### src/rtl/pic_pkg.sv
// Shared types and helpers for the 8259A-style PIC acknowledge sequencer.
package pic_pkg;

    typedef enum logic [1:0] {
        IDLE = 2'd0,
        ACK1 = 2'd1,
        GAP  = 2'd2,
        ACK2 = 2'd3
    } state_t;

    localparam logic [2:0] SPURIOUS_LVL = 3'd7;

    function automatic logic [7:0] onehot8(input logic [2:0] lvl);
        onehot8 = 8'd1 << lvl;
    endfunction

endpackage

### src/rtl/pic_inta_edge.sv
// INTA edge detector: one register of history gives fall/rise strobes.
module pic_inta_edge (
    input  logic clk,
    input  logic rst_n,
    input  logic inta_n,
    output logic fall,
    output logic rise
);

    logic prev;

    // Resets high so an idle (high) INTA line produces no edge.
    always_ff @(posedge clk or negedge rst_n) begin
        if (!rst_n) prev <= 1'b1;
        else        prev <= inta_n;
    end

    assign fall = prev & ~inta_n;
    assign rise = ~prev & inta_n;

endmodule

### src/rtl/pic_inta_sequencer.sv
// Two-pulse 8086-mode INTA sequencer: freezes the resolver, commits the ISR
// bit, drives the vector byte and handles AEOI, spurious and aborted cycles.
module pic_inta_sequencer
    import pic_pkg::*;
#(
    parameter int TIMEOUT_CYCLES = 64,
    parameter int CNT_W          = 7
) (
    input  logic       clk,
    input  logic       rst_n,
    input  logic       inta_n,
    input  logic       int_req,
    input  logic [2:0] int_vec,
    input  logic [4:0] icw2_base,
    input  logic       aeoi_mode,
    output logic       int_out,
    output logic       freeze,
    output logic [7:0] isr_set,
    output logic [7:0] isr_clr,
    output logic [7:0] dout,
    output logic       dout_en,
    output logic       spurious,
    output logic       busy
);

    localparam logic [CNT_W-1:0] CNT_LAST = CNT_W'(TIMEOUT_CYCLES - 1);

    state_t           state;
    logic [2:0]       lvl;
    logic             spur;
    logic [CNT_W-1:0] cnt;
    logic             fall;
    logic             rise;

    pic_inta_edge u_edge (
        .clk    (clk),
        .rst_n  (rst_n),
        .inta_n (inta_n),
        .fall   (fall),
        .rise   (rise)
    );

    always_ff @(posedge clk or negedge rst_n) begin
        if (!rst_n) begin
            state    <= IDLE;
            lvl      <= 3'd0;
            spur     <= 1'b0;
            cnt      <= '0;
            int_out  <= 1'b0;
            freeze   <= 1'b0;
            isr_set  <= 8'd0;
            isr_clr  <= 8'd0;
            dout     <= 8'd0;
            dout_en  <= 1'b0;
            spurious <= 1'b0;
            busy     <= 1'b0;
        end else begin
            isr_set  <= 8'd0;
            isr_clr  <= 8'd0;
            spurious <= 1'b0;
            int_out  <= 1'b0;
            unique case (state)
                IDLE: begin
                    int_out <= int_req & ~fall;
                    if (fall) begin
                        lvl      <= int_req ? int_vec : SPURIOUS_LVL;
                        spur     <= ~int_req;
                        isr_set  <= int_req ? onehot8(int_vec) : 8'd0;
                        spurious <= ~int_req;
                        freeze   <= 1'b1;
                        busy     <= 1'b1;
                        state    <= ACK1;
                    end
                end
                ACK1: begin
                    if (rise) begin
                        cnt   <= '0;
                        state <= GAP;
                    end
                end
                GAP: begin
                    if (fall) begin
                        dout    <= {icw2_base, lvl};
                        dout_en <= 1'b1;
                        state   <= ACK2;
                    end else if (cnt == CNT_LAST) begin
                        // Aborted acknowledge: ISR bit stays set for software EOI.
                        freeze <= 1'b0;
                        busy   <= 1'b0;
                        state  <= IDLE;
                    end else begin
                        cnt <= cnt + 1'b1;
                    end
                end
                ACK2: begin
                    if (rise) begin
                        dout    <= 8'd0;
                        dout_en <= 1'b0;
                        freeze  <= 1'b0;
                        busy    <= 1'b0;
                        isr_clr <= (aeoi_mode && !spur) ? onehot8(lvl) : 8'd0;
                        state   <= IDLE;
                    end else begin
                        dout <= {icw2_base, lvl};
                    end
                end
            endcase
        end
    end

endmodule

### config.mk
export PLATFORM = sky130hd
export DESIGN_NAME = pic_inta_sequencer
export DESIGN_NICKNAME = d
export VERILOG_FILES = /design/src/rtl/pic_pkg.sv /design/src/rtl/pic_inta_edge.sv /design/src/rtl/pic_inta_sequencer.sv
export SDC_FILE = /design/constraint.sdc
export NUM_CORES = 1
export LEC_CHECK = 0
export ABC_AREA = 1
export CAP_MARGIN = 20
export CORE_MARGIN = 2
export CORE_UTILIZATION = 48
export CTS_CLUSTER_DIAMETER = 40
export DETAILED_ROUTE_END_ITERATION = 16
export PLACE_DENSITY_LB_ADDON = 0.3
export SYNTH_ARGS = -nofsm -noshare
export SYNTH_HDL_FRONTEND = slang
export SYNTH_HIERARCHICAL = 1
export SYNTH_SLANG_ARGS = --single-unit
### constraint.sdc
create_clock -name clk -period 1.8 [get_ports clk]
set_input_delay 0.45 -clock clk [delete_from_list [all_inputs] [get_ports clk]]
set_output_delay 0.45 -clock clk [all_outputs]
set_load 0.1 [all_outputs]
==> flow_metrics.tcl <==
set metrics [dict create \
    post_drt_wl_per_cell_um 13.7 \
    synth.distinct_cells 22 \
    vias_per_cell 5.15 \
    drc_errors 0 \
    relSlewSlack_pct 64.6 \
    netlist_instances 194 \
    clockBufferDepth 2 \
    drt_wl_total_um 4060 \
    area_growth_pct 50.7 \
    max_slew.worst_pin.slew_ns 0.530 \
    hp-class "in2async" \
    io_pins 42 \
    netSwitchingFraction_pct 47.4 \
    antenna_found_initial 0 \
    syn-cell-area_um2 1760 \
    worstPathArrival_ns 1.85 \
    rows 21 \
    internal_power_mw 2.17 \
    finalHoldViolCount 0 \
    place_ws_ns -0.150 \
    die-area_um2 4160 \
    netSwitchingPower_mw 1.96 \
    fin_skew_ns 0.0118 \
    synth.net_count 208 \
    clk_latency_ns 0.36 \
    cts_buffers 5 \
    post-route-util_pct 77.4 \
    p_seq_share_pct 33.2 \
    clock-sinks 42 \
    path_max_fanout 8 \
    place_hpwl_um 3100 \
    grt_overflow 0 \
    n_fill_cell 215 \
    numPortBuffers 41 \
    rsz0062_at_grt "no" \
    setup_viol 0 \
    dr.first_iter.drc_count 58 \
    postCtsSetupBuffers 0 \
    num_vias 1525 \
    cts_hold_buf 0 \
    die_h_um 64.5 \
    worstSetupPathType "reg2reg" \
    timing.final.crit_share_pct 88.5 \
    layout_setup_ws_ns 0.207 \
    yosys_register_bits 42 \
    final-seq-area_um2 1050 \
    yosys_warnings 6 \
    die_w_um 64.5 \
    initial_core_util_pct 51.4 \
    avgSynthCellArea_um2 9.05 \
    dr.pass1.iters 4 \
    postRouteAntennaNets 0 \
    cts_root_buf "clkbuf_4" \
    max_freq_ghz 0.628 \
    p_clk_share_pct 14.5 \
    drive_above_1_share_pct 20.8 \
    ys_seq_area_share_pct 59.9 \
    leakage_nw 1.27 \
    grt_first_pass_wirelength_um 6890 \
    powerDensity_nw_per_um2 1560 \
    core_region_area_um2 3420 \
    cap_violations 0 \
    n_antenna_cell 0 \
    ir_drop_uv 1040 \
    multi_input_area_um2 613 \
    min_period_ns 1.59 \
    grt_max_degree 23 \
    cp-start-kind "flip-flop" \
    clkTransAtPathRegs_ns 0.13 \
    end_kind "flip-flop" \
    power_frac_comb_pct 52.3 \
    routabilityCongestion 0.813 \
    nets 263 \
    cts_tree "done" \
    slew_viol_final 0 \
    htreeDepth 2 \
    grt_usage_pct 22.0 \
    ctsResizeCount 0 \
    grt_pass1_vias 1540 \
    required_ns 2.06 \
    status "finished clean" \
]
## worst max-delay path, cell delays in order, from the launching register on
cell and delay (ns):
dfstp_2 0.55, inv_1 0.04, nor2_1 0.28, inv_1 0.14
nand3_2 0.18, nand2_1 0.14, nand2_1 0.10, nand2_1 0.05
## state kept, by name (all words and copies together), names as in the netlist
register     count
busy             1
isr_clr          8
int_out          1
cnt              7
isr_set          8
state            2
spur             1
spurious         1
u_edge/prev      1
dout_en          1
lvl              3
dout             8
## synthesized netlist by cell type
cell type | n | share of area (%)
nand2_1 | 50 | 11
dfrtp_1 | 41 | 58
nor2_1 | 27 | 5.8
inv_1 | 17 | 3.6
nand3_1 | 17 | 4.8
o21ai_0 | 17 | 4.8
a21oi_1 | 3 | 0.86
o31ai_1 | 3 | 1.3
buf_4 | 2 | 0.86
nand4_1 | 2 | 0.71
nor2_4 | 2 | 1.3
nor3_1 | 2 | 0.57
nor3b_1 | 2 | 0.86
buf_6 | 1 | 0.64
dfstp_2 | 1 | 1.5
ha_1 | 1 | 0.71
nand2_2 | 1 | 0.36
nand3_2 | 1 | 0.57
nand3b_1 | 1 | 0.43
nor2_2 | 1 | 0.36
o21ai_1 | 1 | 0.28
xnor2_1 | 1 | 0.50
## layout by cell type (no fill, tap or decap), drive strengths merged
master and instances:
ha 1, nor3 2, o31ai 3, dfstp 1
nor3b 2, clkdlybuf4s50 11, clkbuf 7, nand4 2
a21oi 3, dfrtp 41, o21ai 18, bufinv 1
xnor2 1, inv 17, nor2 30, buf 40
nand3b 1, nand2 51, nand3 18
## worst paths after layout
kind                            slack, ns          to         from  cells after the start
worst min-delay path                 0.04     dout[3]        rst_n                      1
worst max register to register       0.21      cnt[3]  u_edge/prev                      7
min in group clk                     0.51        spur         spur                      2
worst max-delay path                 0.21      cnt[3]  u_edge/prev                      7
worst min register to register       0.51        spur         spur                      2
max in group asynchronous            1.26  isr_set[0]        rst_n                      2
## area by class of cell
cell class / count / share of cell area [%]
clock buffer: 7 / 1.70
clock inverter: 1 / 1.14
inverter: 17 / 2.41
multi-input combinational: 132 / 23.2
sequential: 42 / 39.8
tap: 46 / 2.18
timing repair buffer: 51 / 29.6
## metal layers
metal / GRT usage, % / up-vias / part of all wire (%)
met5: 0 / - / 0
met4: 7.71 / 0 / 1.5
met3: 6.60 / 6 / 7.0
met2: 38.8 / 55 / 52
met1: 25.5 / 731 / 39
li1: - / 733 / -
## through the flow
step | hold slack [ns] | setup TNS (ns) | total power, mW | cell area (um2) | cells
CTS | 0.0438 | 0 | 4.15 | 2650 | 296
global route | 0.0657 | 0 | 4.31 | 2650 | 296
floorplan | 0.154 | 0 | 2.69 | 1760 | 194
global placement | 0.450 | -0.779 | 3.48 | 2570 | 288
detailed placement | 0.449 | -2.45 | 3.55 | 2570 | 288
finish | 0.0440 | 0 | 4.13 | 2650 | 296
## power groups by stage
stage / logic (mW) / registers [mW] / clock network (mW)
after global routing: 2.27 / 1.40 / 0.644
final: 2.16 / 1.37 / 0.600
after global placement: 2.10 / 1.37 / 0
after detailed placement: 2.16 / 1.38 / 0
after floorplan: 0.545 / 2.14 / 0
after CTS: 2.17 / 1.37 / 0.612
## cell families after synthesis
group	count (synthesis)	share of synthesized area, %
compound gates	24	7.27
fa+ha+maj	1	0.713
xor+xnor	1	0.499
simple gates	106	26.4
buf+inv	20	5.13
flops	42	59.9
No activity file was read; power rests on OpenSTA's default activity.
